--- config.mk ---
export PLATFORM = sky130hd
export DESIGN_NAME = hazard_sequencer
export DESIGN_NICKNAME = d
export VERILOG_FILES = /design/src/rtl/hazard_sequencer.sv
export SDC_FILE = /design/constraint.sdc
export NUM_CORES = 1
export LEC_CHECK = 0
export ABC_CLOCK_PERIOD_IN_PS = 1820
export BUFFER_PORTS_ARGS = -buffer_cell sky130_fd_sc_hd__buf_2
export CAP_MARGIN = 20
export CORE_MARGIN = 1.5
export CORE_UTILIZATION = 45
export CTS_BUF_LIST = sky130_fd_sc_hd__clkbuf_4 sky130_fd_sc_hd__clkbuf_8
export CTS_CLUSTER_DIAMETER = 50
export DETAILED_ROUTE_END_ITERATION = 6
export PLACE_DENSITY = 0.82
export SYNTH_ARGS = -nofsm -noshare
export SYNTH_HDL_FRONTEND = slang
export SYNTH_SLANG_ARGS = --single-unit
--- constraint.sdc ---
create_clock -name clk -period 1.82 [get_ports clk]
set_input_delay 0.364 -clock clk [delete_from_list [all_inputs] [get_ports clk]]
set_output_delay 0.364 -clock clk [all_outputs]
set_load 0.02 [all_outputs]
--- src/rtl/hazard_sequencer.sv ---
// Stall/flush scheduler for the 5-stage pipeline: arbitrates load-use, branch, jump,
// mul/div occupancy and interrupt events into PC/IF/ID controls, plus a stall counter.
module hazard_sequencer #(
  parameter int unsigned MD_LAT = 4,
  parameter int unsigned CNT_W  = 16
) (
  input  logic             clk,
  input  logic             reset,
  input  logic [4:0]       ID_rs,
  input  logic [4:0]       ID_rt,
  input  logic             ID_UsesRt,
  input  logic             ID_Jump,
  input  logic             ID_MdUse,
  input  logic             ID_Eret,
  input  logic             EX_MemRead,
  input  logic [4:0]       EX_rt,
  input  logic             EX_BranchTaken,
  input  logic             EX_MdStart,
  input  logic             irq_req,
  output logic             PC_Write,
  output logic             IF_Stall,
  output logic             IF_Flush,
  output logic             ID_Flush,
  output logic [1:0]       PC_Sel,
  output logic             EPC_Write,
  output logic             irq_ack,
  output logic             md_busy,
  output logic [CNT_W-1:0] stall_cnt
);

  localparam int unsigned MdCntW = (MD_LAT > 2) ? $clog2(MD_LAT) : 1;
  localparam logic [MdCntW-1:0] MdLoad = MdCntW'(MD_LAT - 1);

  typedef enum logic [1:0] {StRun, StMdWait, StIrqAck} state_e;

  state_e            state_q, state_d;
  logic [MdCntW-1:0] md_cnt_q, md_cnt_d;
  logic              md_busy_q, md_busy_d;
  logic              in_service_q, in_service_d;
  logic              irq_ack_q;
  logic [CNT_W-1:0]  stall_cnt_q, stall_cnt_d;

  logic lu, mds, irq_ok, take_irq;

  always_comb begin
    lu       = EX_MemRead & (EX_rt != 5'd0) &
               ((EX_rt == ID_rs) | (ID_UsesRt & (EX_rt == ID_rt)));
    mds      = md_busy_q & ID_MdUse;
    irq_ok   = irq_req & ~in_service_q & (state_q == StRun) & ~md_busy_q;
    // A taken branch defers the interrupt; a load-use hazard also holds it off.
    take_irq = ~EX_BranchTaken & irq_ok & ~lu;
  end

  // Pipeline controls; forced to their idle values while reset is asserted.
  always_comb begin
    PC_Write  = 1'b1;
    IF_Stall  = 1'b0;
    IF_Flush  = 1'b0;
    ID_Flush  = 1'b0;
    PC_Sel    = 2'd0;
    EPC_Write = 1'b0;
    if (!reset) begin
      if (EX_BranchTaken) begin
        PC_Sel   = 2'd1;
        IF_Flush = 1'b1;
        ID_Flush = 1'b1;
      end else if (take_irq) begin
        PC_Sel    = 2'd3;
        EPC_Write = 1'b1;
        IF_Flush  = 1'b1;
        ID_Flush  = 1'b1;
      end else if (lu | mds) begin
        PC_Write = 1'b0;
        IF_Stall = 1'b1;
        ID_Flush = 1'b1;
      end else if (ID_Jump) begin
        PC_Sel   = 2'd2;
        IF_Flush = 1'b1;
      end
    end
  end

  always_comb begin
    md_cnt_d  = md_cnt_q;
    md_busy_d = md_busy_q;
    if (EX_MdStart) begin
      md_cnt_d  = MdLoad;
      md_busy_d = 1'b1;
    end else if (md_busy_q) begin
      md_cnt_d  = md_cnt_q - MdCntW'(1);
      md_busy_d = (md_cnt_q != MdCntW'(1));
    end
  end

  always_comb begin
    in_service_d = in_service_q;
    if (take_irq) begin
      in_service_d = 1'b1;
    end else if (ID_Eret && !ID_Flush) begin
      // Only an eret that actually advances out of ID ends the handler.
      in_service_d = 1'b0;
    end
  end

  always_comb begin
    state_d = state_q;
    unique case (state_q)
      StRun: begin
        if (take_irq) begin
          state_d = StIrqAck;
        end else if (EX_MdStart) begin
          state_d = StMdWait;
        end
      end
      StMdWait: begin
        if (!md_busy_d) begin
          state_d = StRun;
        end
      end
      StIrqAck: state_d = md_busy_d ? StMdWait : StRun;
      default:  state_d = StRun;
    endcase
  end

  always_comb begin
    stall_cnt_d = stall_cnt_q;
    if (!PC_Write && (stall_cnt_q != {CNT_W{1'b1}})) begin
      stall_cnt_d = stall_cnt_q + CNT_W'(1);
    end
  end

  always_ff @(posedge clk or posedge reset) begin
    if (reset) begin
      state_q      <= StRun;
      md_cnt_q     <= '0;
      md_busy_q    <= 1'b0;
      in_service_q <= 1'b0;
      irq_ack_q    <= 1'b0;
      stall_cnt_q  <= '0;
    end else begin
      state_q      <= state_d;
      md_cnt_q     <= md_cnt_d;
      md_busy_q    <= md_busy_d;
      in_service_q <= in_service_d;
      irq_ack_q    <= take_irq;
      stall_cnt_q  <= stall_cnt_d;
    end
  end

  assign irq_ack   = irq_ack_q;
  assign md_busy   = md_busy_q;
  assign stall_cnt = stall_cnt_q;

endmodule
Word-level counts from Yosys, hierarchy flattened

Cells that the tools add are included.
W data, S select, Z words.

Bits in registers: 23
Output and inout port bits: 25
Word-level logic and storage cells: 75
Input bits: 25

Eq/ne operators: 8
Bitwise gates (word level): 15
Add/subtract/negate cells: 2
Reductions and logical operators: 9
Muxes and demuxes: 35

Operators by type and width:

| operator                | count |
|---|---|
| $mux W1                 | 24 |
| $mux W2                 | 10 |
| $add A16 B1 Y16 const B | 1 |
| $ne A16 B16 Y1 const B  | 1 |
| $eq A5 B5 Y1            | 2 |
| $and A1 B1 Y1           | 9 |
| $pmux W2 S3             | 1 |
| $reduce_bool A5 Y1      | 1 |
| $not A1 Y1              | 4 |
| $reduce_bool A2 Y1      | 2 |
| $ne A3 B3 Y1 const B    | 1 |
| $eq A2 B1 Y1 const B    | 1 |
| $eq A2 B2 Y1 const B    | 1 |
| $logic_and A1 B1 Y1     | 2 |
| $logic_not A1 Y1        | 2 |
| $logic_not A2 Y1        | 1 |
| $ne A2 B1 Y1 const B    | 1 |
| $ne A2 B2 Y1 const B    | 1 |
| $or A1 B1 Y1            | 2 |
| $reduce_and A2 Y1       | 1 |
| $sub A2 B1 Y2 const B   | 1 |

Logic depth before layout (Yosys ltp)

Gate-level depths: netlist of the first run.

Depth after elaboration: 13
Mapped depth: 9
Depth with buffers taken out: 7

Worst setup path before layout of the first run

No wires, ideal clock.

Path type: input to output
From: input port EX_rt[3]
To: output port IF_Stall
Path slack: -0.363 ns
Path buffers: 0
Stages: 7
Arrival: 1.819 ns
Cell sequence: xor2_1 > nor4_2 > a32oi_1 > nor2_1 > a21oi_1 > or3_1 > inv_1

Longest elaborated chain between the ends: 9
Elaborated cells between the ends (all ways): 14

Ends and longest elaborated chain:

| item                                              | line   | RTL |
|---|---|---|
| start: declaration                                | 16     | `input logic [4:0] EX_rt,` |
| $eq A5 B5 Y1                                      | 47     | `((EX_rt == ID_rs) \| (ID_UsesRt & (EX_rt == ID_rt)));` |
| $and A1 B1 Y1                                     | 47     |  |
| $or A1 B1 Y1                                      | 47     |  |
| $and A1 B1 Y1 *                                   | 46     | `lu = EX_MemRead & (EX_rt != 5'd0) &` |
| $or A1 B1 Y1 / $not A1 Y1 (equally long branches) | 72, 51 |  |
| $mux W1 / $and A1 B1 Y1 (equally long branches)   | 72, 51 |  |
| $mux W1 *                                         | 67     | `end else if (take_irq) begin` |
| $mux W1 *                                         | 63     | `if (EX_BranchTaken) begin` |
| $mux W1 *                                         | 62     | `if (!reset) begin` |
| end: declaration                                  | 21     | `output logic IF_Stall,` |

Mark *: on every way between the ends. The rest lies on a longest branch, timed or not.

Final worst setup path of the first run

From: input port ID_rt[3]
To: output port IF_Stall

Longest elaborated chain between the ends: 9
Elaborated cells between the ends (all ways): 11

Ends and longest elaborated chain:

| item                                              | line   | RTL |
|---|---|---|
| start: declaration                                | 10     | `input logic [4:0] ID_rt,` |
| $eq A5 B5 Y1 *                                    | 47     |  |
| $and A1 B1 Y1 *                                   | 47     |  |
| $or A1 B1 Y1 *                                    | 47     |  |
| $and A1 B1 Y1 *                                   | 46     |  |
| $or A1 B1 Y1 / $not A1 Y1 (equally long branches) | 72, 51 |  |
| $mux W1 / $and A1 B1 Y1 (equally long branches)   | 72, 51 |  |
| $mux W1 *                                         | 67     |  |
| $mux W1 *                                         | 63     |  |
| $mux W1 *                                         | 62     |  |

Marks and branches as above.

==> Implementation_results.wiki, run 1 <==
{| class="wikitable"
! Metric !! Value
|-
| Run status || complete, but fails checks
|-
| Violations in the final reports || negative setup slack
|-
| Post-synthesis instance total || 123
|-
| Fin crit share || 1.22
|-
| Cells traversed along the worst timing path || buf_6, xor2_2, nor4_2, a32oi_2, nor2_4, a21oi_2, or3_4, inv_4, buf_6
|-
| Simple-gate area share of the yosys netlist || 0.212
|-
| Hold Fails Final Rpt || 0
|-
| Share of async-settable or async-resettable flops after synthesis || 1.00
|-
| Register area || 579 um2
|-
| Critical setup path kind || in2out
|-
| Maximum net fanout on the critical path || 3
|-
| Router iterations before antenna repair || 4
|-
| Post-placement cell count || 215
|-
| Maximum number of pins on one net before global-route repair || 24
|-
| Average detailed-routed wire length per instance || 13.9 um
|-
| Maximum count of clock buffers along a single path || 2
|-
| XOR/XNOR share of the synthesized area || 0.182
|-
| Post-synthesis to final-layout area growth || 50.7%
|-
| Crit path max-delay cell type || sky130_fd_sc_hd__or3_4
|-
| Stage delay of the slowest cell on the critical path || 0.35 ns
|-
| Detail Placement HPWL || 2.21 mm
|-
| Floorplan die area || 0.00310 mm2
|-
| Cell Rows || 18
|-
| Worst-case vdd ir drop || 950 uV
|-
| Fraction of synthesized area in multiplexers || 0.00901
|-
| Family with the most delay on the worst path || simple AND/OR/NAND/NOR gates
|-
| Vert. Die Dim || 55.7 um
|-
| Worst-path clk slew || 0.13 ns
|-
| Overall routed net length || 3.09 mm
|-
| Worst-case clock skew || 0.0109 ns
|-
| Count of input and output buffers || 49
|-
| RSZ-0062 raised after global routing || true
|-
| Fin crit period || 2.22 ns
|-
| Top flip-flop cell by instance count after synthesis || sky130_fd_sc_hd__dfrtp_1
|-
| Via count of the first global-routing pass || 1118
|-
| TritonCTS clock tree || yes
|-
| Sort of element at the start of the critical path || input port
|-
| Total congestion overflow after global routing || 0
|-
| Hold/Removal Path Class || in2async
|-
| Final Instance Count excl. Fillers || 223
|-
| Worst hold slack across all endpoints || 0.198 ns
|-
| Antenna Violating Nets Remaining || 0
|-
| Data arrival time at the worst-slack endpoint || 1.85 ns
|-
| Cell repeated most along the worst path || sky130_fd_sc_hd__buf_6
|-
| Number of distinct standard cells referenced by the synthesized netlist || 32
|-
| Die X-Extent || 55.7 um
|-
| Global routing usage summed across all routing layers || 0.191
|-
| Fraction of the mapped netlist area in compound gates || 0.0611
|-
| Final count of negative-setup-slack endpoints || 10
|-
| Core Region || 0.00254 mm2
|-
| Boundary pin count || 50
|-
| CP endpoint kind || output port
|-
| Number of synthesized flops with an enable pin || 0
|-
| Gpl congestion || 0.849
|-
| Insertion delay of the later-clocked pin in the worst-skew pair || 0.31 ns
|-
| Vias per inst || 5.30
|-
| Level count of the clock H-tree || 1
|-
| Remaining DRCs || 0
|-
| Portion of the post-synthesis area used by sequential elements || 0.460
|-
| Post-synthesis area per instance || 10.2 um2
|-
| Fraction of final layout cells with drive strength greater than 1 || 0.523
|-
| Hold-fix buffers at CTS || 0
|-
| Number of diodes || 0
|-
| Maximum operating frequency || 451 MHz
|-
| Crit path buffers/inverters || 3
|-
| Iter 0 DRT Violations || 11
|-
| Number of vias after detailed routing || 1182
|-
| Dominant combinational cell family by area after synthesis || simple AND/OR/NAND/NOR gates
|-
| Multi-input combinational cell area || 724 um2
|-
| Max cap viols || 0
|-
| Most common cell after layout, fill and taps aside || sky130_fd_sc_hd__buf_2
|-
| Total power density per cell area || 805 mW/mm2
|-
| Buffer cell driving the clock tree root || sky130_fd_sc_hd__clkbuf_4
|-
| Number of buffers created by CTS || 3
|-
| Wire length of the first global-routing pass || 4.84 mm
|-
| Initial antenna violation count || 0
|-
| Synthesis Warnings || 0
|-
| Flops & latches, synth || 23
|-
| Nets || 221
|-
| Final-layout fill cell count || 165
|-
| Tot Pwr || 1.52 mW
|-
| Effective utilization at floorplan || 0.491
|-
| Clk sinks || 23
|-
| Worst slew pin tran || 0.295 ns
|-
| Leakage dissipation || 0.940 nW
|-
| Tightest slew margin relative to the limit || 0.804
|-
| Leading cell types in the layout, fill and taps excluded || sky130_fd_sc_hd__buf_2 (37), sky130_fd_sc_hd__dfrtp_1 (20), sky130_fd_sc_hd__buf_4 (17), sky130_fd_sc_hd__xnor2_1 (16), sky130_fd_sc_hd__buf_6 (14)
|-
| Area share of fa/ha/maj cells after synthesis || 0.0200
|-
| Max Transition Viols Final || 0
|-
| Cell Area, Synth || 0.00125 mm2
|-
| Worst setup slack after layout || -0.397 ns
|-
| Required time of the critical path || 1.46 ns
|-
| Mapped Nets || 150
|}
path summary, 6_finish.rpt:
| kind | from | to | slack (ns) | cells past startpoint |
|---|---|---|---|---|
| hold reg to reg | stall_cnt[14] | stall_cnt[14] | 0.49 | 1 |
| setup reg to reg | stall_cnt[4] | stall_cnt[12] | 0.08 | 8 |
| min in group clk | EX_MdStart | md_cnt_q[0] | 0.29 | 3 |
| max in group asynchronous | reset | stall_cnt[4] | 1.38 | 3 |
| setup / recovery | ID_rt[3] | IF_Stall | -0.40 | 9 |
| hold / removal | reset | stall_cnt[10] | 0.20 | 3 |
layer usage:
metal	vias to the layer above	GRT usage	routed length (um)
met4	0	0.0348	20
met5	-	0	0
met2	36	0.357	1700
met3	2	0.0465	134
met1	579	0.220	1240
li1	565	-	-
cells in the mapped netlist (3+ instances only):
master	count	area share
sky130_fd_sc_hd__and3_1	4	0.020
sky130_fd_sc_hd__xnor2_1	16	0.11
sky130_fd_sc_hd__nand4_1	7	0.035
sky130_fd_sc_hd__o21ai_0	3	0.012
sky130_fd_sc_hd__dfrtp_1	23	0.46
sky130_fd_sc_hd__nand3_1	7	0.028
sky130_fd_sc_hd__inv_1	7	0.021
sky130_fd_sc_hd__xor2_1	10	0.070
sky130_fd_sc_hd__nand2_1	8	0.024
sky130_fd_sc_hd__nor2_1	10	0.030
cell type report:
| class | count | share of cell area |
|---|---|---|
| clock inverter | 1 | 0.00266 |
| tap | 30 | 0.0199 |
| sequential | 23 | 0.308 |
| clock buffer | 3 | 0.0120 |
| multi-input combinational | 90 | 0.385 |
| timing repair buffer | 69 | 0.258 |
| inverter | 7 | 0.0153 |
kinds of logic after synthesis:
| kind of cell | after synthesis |
|---|---|
| and+or+nand+nor | 49 |
| xor gates and xnor gates | 26 |
| DFF | 23 |
| AOI/OAI and AO/OA | 12 |
| buffers and inverters | 10 |
| adders and majority gates | 2 |
| muxes | 1 |
flip-flops by register name, summed over array words and instances (netlist names):
name and count:
stall_cnt 16, md_cnt_q 2, state_q 2, in_service_q 1
irq_ack 1, md_busy 1
stage by stage:
step                 util  setup slack [ns]  setup TNS [ns]  area (um2)
finish              0.740            -0.397           -2.34        1880
global route        0.740            -0.424           -2.88        1880
CTS                 0.701            -0.358           -2.54        1780
detailed placement  0.649            -0.396           -6.08        1650
global placement    0.649            -0.331           -4.53        1650
floorplan               -            -0.164          -0.616        1290
worst reg2reg max path: cells and delay by family (launching register included):
kind | cells | cell delay (ns)
xor gates and xnor gates | 1 | 0.14
buffers and inverters | 1 | 0.13
DFF | 1 | 0.44
and+or+nand+nor | 6 | 0.94
what timing repair did:
item,4_1_cts,5_1_grt
setup endpoints to repair,10,23
pin swaps,3,12
gates resized for setup,22,19
setup buffers,2,2
power breakdown:
part	switching, mW	leakage (nW)	internal [mW]
clock network	0.145	0.0177	0.0819
registers	0.0559	0.295	0.603
logic	0.337	0.627	0.294
total	0.538	0.940	0.978
No activity file was read; power rests on OpenSTA's default activity.
==> run 2, diff against run 1 <==
SETUP_SLACK_MARGIN = 0.5   (was unset)
SKIP_LAST_GASP = 1   (was unset)
==> Implementation_results.wiki, run 2 (synthesized netlist as in run 1, its figures left out) <==
{| class="wikitable"
! Metric !! Value
|-
| Setup TNS Final || -6.31 ns
|-
| Worst setup slack after layout || -0.399 ns
|-
| Level count of the clock H-tree || 1
|-
| Initial antenna violation count || 0
|-
| CP endpoint kind || output port
|-
| Violations in the final reports || negative setup slack
|-
| Family with the most delay on the worst path || simple AND/OR/NAND/NOR gates
|-
| TritonCTS clock tree || yes
|-
| Critical setup path kind || in2out
|-
| Worst-case vdd ir drop || 685 uV
|-
| Tot Pwr || 1.76 mW
|-
| Max cap viols || 0
|-
| Most common cell after layout, fill and taps aside || sky130_fd_sc_hd__buf_2
|-
| Detail Placement HPWL || 2.50 mm
|-
| Antenna Violating Nets Remaining || 0
|-
| Worst-path clk slew || 0.13 ns
|-
| Cells traversed along the worst timing path || buf_8, xor2_2, nor4_2, a32oi_2, nor2_4, a21oi_2, or3_4, inv_4, buf_6
|-
| Vert. Die Dim || 55.7 um
|-
| Run status || complete, but fails checks
|-
| Number of buffers created by CTS || 3
|-
| Cell Rows || 18
|-
| Maximum net fanout on the critical path || 3
|-
| Via count of the first global-routing pass || 1387
|-
| Nets || 238
|-
| Boundary pin count || 50
|-
| Worst-case clock skew || 0.00449 ns
|-
| Number of diodes || 0
|-
| Wire length of the first global-routing pass || 6.47 mm
|-
| Post-synthesis to final-layout area growth || 78.4%
|-
| Largest register FFs || 16
|-
| Hold Fails Final Rpt || 0
|-
| Iter 0 DRT Violations || 49
|-
| Effective utilization at floorplan || 0.491
|-
| Clk sinks || 23
|-
| Timing startpoint of the critical path || EX_rt[2]
|-
| Worst R2R Start || stall_cnt[4]
|-
| Core Region || 0.00254 mm2
|-
| Number of vias after detailed routing || 1356
|-
| Maximum operating frequency || 451 MHz
|-
| Sort of element at the start of the critical path || input port
|-
| Required time of the critical path || 1.46 ns
|-
| Post-placement cell count || 219
|-
| Fin crit period || 2.22 ns
|-
| Fin crit share || 1.22
|-
| Average detailed-routed wire length per instance || 18.4 um
|-
| Maximum count of clock buffers along a single path || 2
|-
| Hold-fix buffers at CTS || 0
|-
| Count of input and output buffers || 49
|-
| Leading cell types in the layout, fill and taps excluded || sky130_fd_sc_hd__buf_2 (31), sky130_fd_sc_hd__buf_6 (26), sky130_fd_sc_hd__buf_4 (25), sky130_fd_sc_hd__dfrtp_1 (17), sky130_fd_sc_hd__xnor2_1 (12)
|-
| Final count of negative-setup-slack endpoints || 23
|-
| Max Transition Viols Final || 0
|-
| Total congestion overflow after global routing || 0
|-
| Data arrival time at the worst-slack endpoint || 1.85 ns
|-
| Global routing usage summed across all routing layers || 0.266
|-
| Maximum number of pins on one net before global-route repair || 24
|-
| Fraction of final layout cells with drive strength greater than 1 || 0.643
|-
| Overall routed net length || 4.41 mm
|-
| Leakage dissipation || 1.09 nW
|-
| Worst slew pin tran || 0.422 ns
|-
| Remaining DRCs || 0
|-
| Buffer cell driving the clock tree root || sky130_fd_sc_hd__clkbuf_4
|-
| Total power density per cell area || 788 mW/mm2
|-
| Insertion delay of the later-clocked pin in the worst-skew pair || 0.31 ns
|-
| Crit path buffers/inverters || 3
|-
| Hold/Removal Path Class || in2async
|-
| Vias per inst || 5.65
|-
| Die X-Extent || 55.7 um
|-
| Floorplan die area || 0.00310 mm2
|-
| Router iterations before antenna repair || 4
|-
| Tightest slew margin relative to the limit || 0.719
|-
| Crit path max-delay cell type || sky130_fd_sc_hd__or3_4
|-
| RSZ-0062 raised after global routing || true
|-
| Stage delay of the slowest cell on the critical path || 0.35 ns
|-
| Gpl congestion || 0.856
|-
| Final Instance Count excl. Fillers || 240
|}
run 2: final timing paths:
path,endpoint,slack (ns),cells past startpoint
min in group clk,md_cnt_q[0],0.33,3
max reg2reg,stall_cnt[9],-0.02,8
max,IF_Stall,-0.40,9
min,in_service_q,0.22,3
max in group asynchronous,stall_cnt[8],1.35,3
min reg2reg,stall_cnt[13],0.52,1
run 2: layout make-up:
type                    count  area, um2
well taps                  30       37.5
multi-input cells          90        840
inverters                   7       28.8
flip-flops and latches     23        583
fillers                   118        315
clock inverters             1       5.00
repair buffers             86        713
clock buffers               3       22.5
run 2: repair_timing:
item | 4_1_cts | 5_1_grt
pin swaps | 18 | 16
cloned | 1 | 0
gates resized for setup | 34 | 43
endpoints found under the setup margin | 33 | 41
buffers inserted | 11 | 5
run 2: worst register-to-register path, stage by stage (launching register included):
cell                      delay [ns]
sky130_fd_sc_hd__dfrtp_2        0.43
sky130_fd_sc_hd__and3_4         0.19
sky130_fd_sc_hd__and2_4         0.17
sky130_fd_sc_hd__and3_4         0.19
sky130_fd_sc_hd__nand3_2        0.08
sky130_fd_sc_hd__and3_4         0.23
sky130_fd_sc_hd__buf_8          0.13
sky130_fd_sc_hd__nand4_1        0.12
sky130_fd_sc_hd__xnor2_1        0.23
run 2: layer usage:
| metal | vias up | part of all wire | global-route usage |
|---|---|---|---|
| met2 | 64 | 0.54 | 0.491 |
| met3 | 14 | 0.040 | 0.0233 |
| li1 | 598 | - | - |
| met1 | 680 | 0.39 | 0.307 |
| met4 | 0 | 0.030 | 0.125 |
| met5 | - | 0 | 0 |
run 2: per-stage QoR:
step / setup slack, ns / hold slack [ns] / utilization / area, um2
final: -0.399 / 0.222 / 0.876 / 2230
after CTS: -0.354 / 0.200 / 0.789 / 2010
after global placement: -0.343 / 0.460 / 0.679 / 1730
after detailed placement: -0.399 / 0.472 / 0.679 / 1730
after floorplan: -0.164 / 0.374 / - / 1340
after global routing: -0.474 / 0.245 / 0.876 / 2230
run 2: report_power, final:
group | internal [mW] | leakage [nW] | total (mW) | switching (mW)
sequential | 0.603 | 0.290 | 0.669 | 0.0659
combinational | 0.432 | 0.779 | 0.849 | 0.417
clock | 0.0821 | 0.0177 | 0.240 | 0.158
total | 1.12 | 1.09 | 1.76 | 0.641
